`src/rtl/fetch_pkg.sv`:
```
// Types and defaults shared by the instruction fetch front end.
package fetch_pkg;

  localparam logic [31:0] RESET_PC_DEFAULT = 32'h0000_3000;

  typedef struct packed {
    logic [31:0] pc;
    logic [31:0] inst;
  } fetch_entry_t;

  typedef enum logic [1:0] {
    IDLE = 2'd0,
    WAIT = 2'd1,
    DROP = 2'd2
  } fetch_state_t;

endpackage

```
`src/rtl/fetch_fifo.sv`:
```
// Small FIFO of fetched {pc, inst} entries; flush wins over push and pop.
module fetch_fifo
  import fetch_pkg::*;
#(
  parameter int DEPTH = 4
) (
  input  logic                       clock,
  input  logic                       reset,
  input  logic                       push_i,
  input  fetch_entry_t               push_entry_i,
  input  logic                       pop_i,
  input  logic                       flush_i,
  output logic [$clog2(DEPTH):0]     count_o,
  output fetch_entry_t               head_o
);

  localparam int AW = $clog2(DEPTH);
  localparam int CW = AW + 1;

  fetch_entry_t    mem_q [DEPTH];
  logic [AW-1:0]   rd_ptr_q, wr_ptr_q;
  logic [CW-1:0]   count_q;

  always_ff @(posedge clock) begin
    if (reset || flush_i) begin
      rd_ptr_q <= '0;
      wr_ptr_q <= '0;
      count_q  <= '0;
    end else begin
      if (push_i) wr_ptr_q <= wr_ptr_q + AW'(1);
      if (pop_i)  rd_ptr_q <= rd_ptr_q + AW'(1);
      count_q <= count_q + CW'(push_i) - CW'(pop_i);
    end
  end

  always_ff @(posedge clock) begin
    if (push_i && !flush_i) mem_q[wr_ptr_q] <= push_entry_i;
  end

  // Empty FIFO presents zeros so the head reads 0 out of reset.
  assign head_o  = (count_q != '0) ? mem_q[rd_ptr_q] : '0;
  assign count_o = count_q;

endmodule

```
`src/rtl/fetch_queue.sv`:
```
// Fetch front end: owns the fetch PC, issues word reads and buffers results.
module fetch_queue
  import fetch_pkg::*;
#(
  parameter int          DEPTH    = 4,
  parameter logic [31:0] RESET_PC = RESET_PC_DEFAULT
) (
  input  logic        clock,
  input  logic        reset,
  output logic        mem_req,
  output logic [31:0] mem_addr,
  input  logic        mem_ack,
  input  logic [31:0] mem_rdata,
  output logic        inst_valid,
  output logic [31:0] inst,
  output logic [31:0] inst_pc,
  input  logic        dec_ready,
  input  logic        redir_valid,
  input  logic [31:0] redir_pc
);

  localparam int CW = $clog2(DEPTH) + 1;

  fetch_state_t  state_q, state_d;
  logic [31:0]   fetch_pc_q, fetch_pc_d;
  logic [31:0]   addr_q, addr_d;
  logic [CW-1:0] count;
  logic [CW-1:0] occ_after;
  fetch_entry_t  head;
  fetch_entry_t  push_entry;
  logic          xfer, deq, push, slot_free;
  logic          redir_lsb_unused;

  assign xfer       = mem_req && mem_ack;
  assign deq        = inst_valid && dec_ready;
  assign push       = (state_q == WAIT) && xfer && !redir_valid;
  assign occ_after  = count + CW'(push) - CW'(deq);
  assign slot_free  = occ_after < CW'(DEPTH);
  assign push_entry = '{pc: fetch_pc_q, inst: mem_rdata};
  assign redir_lsb_unused = ^redir_pc[1:0];

  always_comb begin
    state_d    = state_q;
    fetch_pc_d = fetch_pc_q;
    if (redir_valid) begin
      fetch_pc_d = {redir_pc[31:2], 2'b00};
      unique case (state_q)
        IDLE:    state_d = WAIT;
        WAIT:    state_d = xfer ? WAIT : DROP;
        DROP:    state_d = xfer ? WAIT : DROP;
        default: state_d = IDLE;
      endcase
    end else begin
      unique case (state_q)
        IDLE: if (slot_free) state_d = WAIT;
        WAIT: if (xfer) begin
          fetch_pc_d = fetch_pc_q + 32'd4;
          state_d    = slot_free ? WAIT : IDLE;
        end
        DROP: if (xfer) state_d = WAIT;
        default: state_d = IDLE;
      endcase
    end
    // An outstanding request keeps its address until acked, even across redirects.
    addr_d = (!mem_req || mem_ack) ? fetch_pc_d : addr_q;
  end

  always_ff @(posedge clock) begin
    if (reset) begin
      state_q    <= IDLE;
      fetch_pc_q <= RESET_PC;
      addr_q     <= RESET_PC;
    end else begin
      state_q    <= state_d;
      fetch_pc_q <= fetch_pc_d;
      addr_q     <= addr_d;
    end
  end

  fetch_fifo #(.DEPTH(DEPTH)) u_fifo (
    .clock       (clock),
    .reset       (reset),
    .push_i      (push),
    .push_entry_i(push_entry),
    .pop_i       (deq),
    .flush_i     (redir_valid),
    .count_o     (count),
    .head_o      (head)
  );

  assign mem_req    = (state_q != IDLE);
  assign mem_addr   = addr_q;
  assign inst_valid = (count != '0);
  assign inst       = head.inst;
  assign inst_pc    = head.pc;

endmodule

```
`config.mk`:
```
export PLATFORM = sky130hd
export DESIGN_NAME = fetch_queue
export DESIGN_NICKNAME = d
export VERILOG_FILES = /design/src/rtl/fetch_pkg.sv /design/src/rtl/fetch_fifo.sv /design/src/rtl/fetch_queue.sv
export SDC_FILE = /design/constraint.sdc
export NUM_CORES = 1
export LEC_CHECK = 0
export ABC_AREA = 0
export ABC_CLOCK_PERIOD_IN_PS = 3690
export CORE_ASPECT_RATIO = 0.8
export CORE_MARGIN = 8
export CORE_UTILIZATION = 45
export DETAILED_ROUTE_END_ITERATION = 12
export PLACE_DENSITY = 0.64
export SKIP_LAST_GASP = 1
export SLEW_MARGIN = 20
export SYNTH_ARGS = -nofsm -noshare
export SYNTH_HDL_FRONTEND = slang
export SYNTH_SLANG_ARGS = --single-unit
```
`constraint.sdc`:
```
create_clock -name clock -period 3.69 [get_ports clock]
set_input_delay 0.738 -clock clock [delete_from_list [all_inputs] [get_ports clock]]
set_output_delay 0.738 -clock clock [all_outputs]
set_load 0.01 [all_outputs]
```
# After elaboration in Yosys (flattened, before gate mapping)
# Memory sizes are Yosys's and may differ from the RTL's. A register that Yosys moved wholly into a read port is not among the register bits.
# Index checks and enable logic that the tools add are counted.
# classes
n_shift	0
n_eq_ne	5
n_div	0
n_lt_le_gt_ge	1
mul	0
bitwise_logic	0
reduce_logical	14
mux	16
add_sub_neg	5
# ops
cell	n
$mux 32	3
$mux 64	1
$add 32x3->32 const B	1
$mux 2	7
$ne 3x3->1 const B	3
$pmux 2 s3	1
$logic_and 1x1->1	5
$add 2x1->2 const B	2
$pmux 2 s2	1
$add 3x1->3	1
$lt 3x3->1 const B	1
$mux 1	3
$reduce_and 3->1	1
$reduce_bool 3->1	1
$sub 3x1->3	1
$eq 2x1->1 const B	1
$eq 2x2->1 const B	1
$logic_not 1->1	2
$logic_not 2->1	1
$logic_or 1x1->1	2
$reduce_bool 2->1	1
$reduce_or 2->1	1
# totals
mem_bits_rw	256
output_inout_bits	98
regBits	73
memories	1
word_cells	48
inputBits	69
latchBits	0
mem_bits_ro	0
# memory_table
name	depth	word_bits	rd	rd_ports_with_merged_regs	write_ports	line	rtl
u_fifo.mem_q	4	64	1	1	1	fetch_fifo.sv:20	fetch_entry_t mem_q [DEPTH];

# Depth between registers and ports, before layout
# logic_depth
word_depth	11
depth_mapped	12
depth_no_buf	11

# By module
# From an unflattened synthesis, not the netlist that was laid out.
# unflattened
cells_unflattened	863
area_unflattened_um2	13598.0
# by_module_without_submodules
mod	seq_area_each_um2	area_each_um2	instances	cells_each
fetch_fifo	7867.5	10189.8	1	451
fetch_queue	1321.3	3408.3	1	412

# Least setup slack after synthesis
# Ideal clock, no wire load.
# synth_timing
path_type	input-to-reg
start	in redir_valid
end	mem u_fifo.mem_q[0][0] in the netlist's numbering, enable pin
arrival_time_ps	2920
path_stages	4
slack_ps	341
setup_ps	429
t_required_ps	3261
path_buffers	2
cell_sequence	clkbuf_1 -> inv_2 -> clkbuf_1 -> and3_1
# synth_between
elab_chain_len	5
# synth_lines
element	line	rtl
start, declared	fetch_queue.sv:18	input logic redir_valid,
$logic_not 1->1 (*)	fetch_fifo.sv:37, fetch_queue.sv:36	
$logic_and 1x1->1	fetch_queue.sv:36	assign push = (state_q == WAIT) && xfer && !redir_valid;
$logic_and 1x1->1 (*)	fetch_fifo.sv:37	if (push_i && !flush_i) mem_q[wr_ptr_q] <= push_entry_i;
$mux 1 (*)	fetch_fifo.sv:37	
$mux 1 (not written as such) (*)	fetch_fifo.sv:37	
end, declared	fetch_fifo.sv:20	
# Every way passes the cells marked *; elsewhere a longest branch is shown, timed or not.

==> results summary <==
The area of placed instances is 0.0156 mm^2. The number of violations reported at the end of detailed-routing iteration 0 came out at 478. The synthesized instance count came out at 836.

Summed over all layers, the routed wires come to 29.8 mm. The number of global-route vias before repair came out at 8,138. The leakage power summed over all cells came out at 5.41 nW. For this run, the share of the core covered by cells in the final layout is 56.6%. The standard-cell row count came out at 56. The global-route wire length before repair is 47.0 mm. The via count normalized by instance count came out at 5.44.

The TritonCTS clock tree is done. The post-route cell area came out at 0.0165 mm^2. After Yosys synthesis, XOR and XNOR cells account for 1.16% of the synthesized area. The slew at the pin closest to its max-slew limit came out at 1.02 ns. Derived from the worst setup path, the maximum achievable clock frequency is 286 MHz. Setup repair after global routing left no endpoint under its margin. The top-level I/O count came out at 167. The type of the worst setup path is reg2out.

The category of the worst setup path capture point is a primary output. The class of the worst hold path is reg2reg. The maximum number of pins on one net before global-route repair came out at 66. The number of buffers inserted by hold repair at cts is 0. The worst relative slew slack came out at 31.4%. The count of final max-slew check failures came out at 0. The net total in the final layout came out at 1,090. The detailed placement HPWL is 19.2 mm.

Adding up every negative setup slack in the final design gives 0 ns. The die is 209 um wide. The ratio of cells with drive above 1 in the final layout is 16.3%. The initial standard-cell utilization of the core is 45.7%. The area of the core came out at 0.0292 mm^2. The maximum fanout count along the critical path is 19. For the worst-skew pair, the clock arrives at the later sink with an insertion delay of 0.57 ns. The max-capacitance violation count is 0. The power per unit of standard cell area is 495 mW/mm^2.

In this run the critical register-to-register path is launched from u_fifo.count_o[1]. The commonest non-fill, non-tap cell in the layout is sky130_fd_sc_hd__edfxtp_1. The startpoint identified for the worst hold timing path is mem_addr[9]. The final-layout fill cell count came out at 2,292. Clock tree synthesis inserted a total of 31 buffers.

The leftover overflow at the end of global routing is 0. The first-pass iteration count of the detailed router came out at 4. The cell depth of the worst min-delay path came out at 2. The library cells used most frequently in the layout, excluding fill and tap cells, are sky130_fd_sc_hd__edfxtp_1 (256), sky130_fd_sc_hd__clkdlybuf4s50_1 (162), sky130_fd_sc_hd__and2_1 (75), sky130_fd_sc_hd__dfxtp_1 (73), sky130_fd_sc_hd__mux4_2 (64).

The distinct cell type count after synthesis came out at 56. By area, the combinational part of the netlist is dominated by multiplexers. The remaining routing DRC violations came out at 0. VDD sags by at most 335 uV.

For the worst setup path, the data required time is 2.95 ns. The signed area change from the synthesized netlist to the final layout is 23.9%. The height of the die came out at 170 um. The final clock skew is 0.0292 ns. The area of the mapped netlist came out at 0.0133 mm^2.

The global routing usage summed across all routing layers is 16.8%. The detail route stage leaves a number of antenna-violating nets equal to 0. The count of buffers added by post-CTS timing repair for setup is 0. The count of input and output buffers is 164. The number of flip-flops and latches in the synthesized netlist is 331.

The count of inserted antenna diode cells came out at 0. STA classifies the critical path startpoint as a register. The fraction of registers with async set or reset after synthesis came out at 0%. The worst register-to-register path has a depth of 11.

The fraction of the mapped netlist area in simple logic gates is 11.0%. The post-synth net total is 917. The die area is 0.0354 mm^2. The number of gates given a new drive strength after cts came out at 0.

The clock passes through at most 3 buffers. The Yosys step of the flow raised 0 warnings. The final number of hold-violating endpoints is 0. The run finished with clean final reports. The library cell used as clock root buffer is sky130_fd_sc_hd__clkbuf_16. The placer congestion estimate came out at 0.794. The reg-to-reg endpoint is state_q[0].

After synthesis, the mean cell area works out to 16.0 um^2. The total setup violations reported at the end of the flow is 0. The worst path in the final design needs a cycle of 3.49 ns, including I/O delays and setup. The number of vias in the routed layout came out at 7,665. Of the post-synthesis cell area, the part taken by muxes is 11.3%. The routed length per placed instance is 21.1 um.

The maximum level of the CTS H-tree came out at 1. The sequential element share of the synthesized area is 68.9%. By area the synthesized netlist is led by sky130_fd_sc_hd__edfxtp_1 (58%), sky130_fd_sc_hd__dfxtp_1 (11%), sky130_fd_sc_hd__mux4_2 (11%). The clock-pin slew on the worst setup and hold paths came out at 0.06 ns. The post-synthesis share of cell area spent on full adders, half adders and majority gates is 1.18%. Data arrives at the worst endpoint at 2.76 ns.

In the synthesized netlist the dominant register cell turns out to be sky130_fd_sc_hd__edfxtp_1. The number of antenna violations at the first check in global routing came out at 0. Dividing the final minimum period by the clock period gives 94.7%. The synthesized design spends more area on one cell type than any other, namely sky130_fd_sc_hd__edfxtp_1. The proportion of netlist area held by the largest area contributor came out at 57.6%. The clock net in this run drives a total of 331 sinks. The synthesized netlist devotes 4.57% of its cell area to compound gates. Across all register-to-register paths, the minimum setup slack is 0.55 ns. In this run, synthesis inferred 256 flip-flops with an integrated enable. The path with the worst hold slack has its endpoint at mem_addr[9].
==> routing by layer <==
layer / GRT usage (%) / up-vias / share of wire (%)
met3: 3.77 / 30 / 6.3
met2: 28.0 / 227 / 47
met1: 22.8 / 3830 / 45
met5: 0 / - / 0
met4: 3.02 / 0 / 1.4
li1: - / 3578 / -
==> report_power, final <==
part / switching, mW / total (mW) / internal [mW]
clock: 1.31 / 3.00 / 1.69
combinational: 0.476 / 0.921 / 0.444
sequential: 0.105 / 4.25 / 4.15
==> sequential cells by signal, indices dropped and copies added (netlist names), named ones only <==
signal,flops
fetch_pc_q,32
mem_addr,32
state_q,2
u_fifo.count_o,3
u_fifo.mem_q,256
u_fifo.rd_ptr_q,2
u_fifo.wr_ptr_q,2
==> Yosys cell counts, drive strengths merged, types with 3 or more instances <==
library cell and instances:
a211oi 4, a21oi 28, a31o 8, and2 75, and3 8, buf 16, clkbuf 33, dfxtp 75
edfxtp 256, ha 11, inv 14, mux2i 4, mux4 64, nand2 27, nand2b 7, nand3 27
nand4 16, nor2 44, nor3 25, nor4 13, o211a 3, o211ai 4, o21ai 12, o31ai 9
o41ai 6, or3 6, xnor2 9, xor2 6
==> layout make-up <==
type / count / area, um^2 / area share (%)
timing repair buffer: 189 / 1930 / 11.7
multi-input combinational: 441 / 3920 / 23.7
sequential: 331 / 9200 / 55.6
tap: 377 / 472 / 2.85
clock buffer: 43 / 862 / 5.22
inverter: 15 / 56.3 / 0.341
clock inverter: 13 / 91.3 / 0.553
==> metrics by stage <==
step	power, mW	hold WS (ns)	setup slack (ns)	std cells
after global routing	8.48	0.464	0.0639	1409
after global placement	5.25	0.438	0.342	1353
final	8.17	0.450	0.195	1409
after CTS	8.26	0.452	0.123	1409
after detailed placement	5.26	0.445	0.302	1353
after floorplan	4.78	0.455	0.341	836
==> worst max-delay path, cell delays in order (launching register included) <==
cell and delay [ns]:
sky130_fd_sc_hd__dfxtp_4 0.62, sky130_fd_sc_hd__buf_4 0.32, sky130_fd_sc_hd__mux4_2 0.51, sky130_fd_sc_hd__and2_1 0.23, sky130_fd_sc_hd__clkdlybuf4s50_1 0.50
==> logic make-up after synthesis <==
kind of cell | Yosys count
flops | 331
compound gates | 87
xor+xnor | 16
buf+inv | 64
fa+ha+maj | 12
simple gates | 256
mux | 70
==> how the worst max path moves through the flow <==
stage           startpoint            endpoint  slack [ns]  cells after the start
6_report          register         inst_pc[23]        0.20                      4
5_1_grt           register         inst_pc[23]        0.06                      4
4_1_cts           register         inst_pc[25]        0.12                      4
3_5_place_dp     dec_ready          state_q[0]        0.30                     11
3_3_place_gp     dec_ready          state_q[0]        0.34                     11
2_1_floorplan  redir_valid  u_fifo.mem_q[0][0]        0.34                      4
Note: power is estimated with default switching activity, not from simulation.
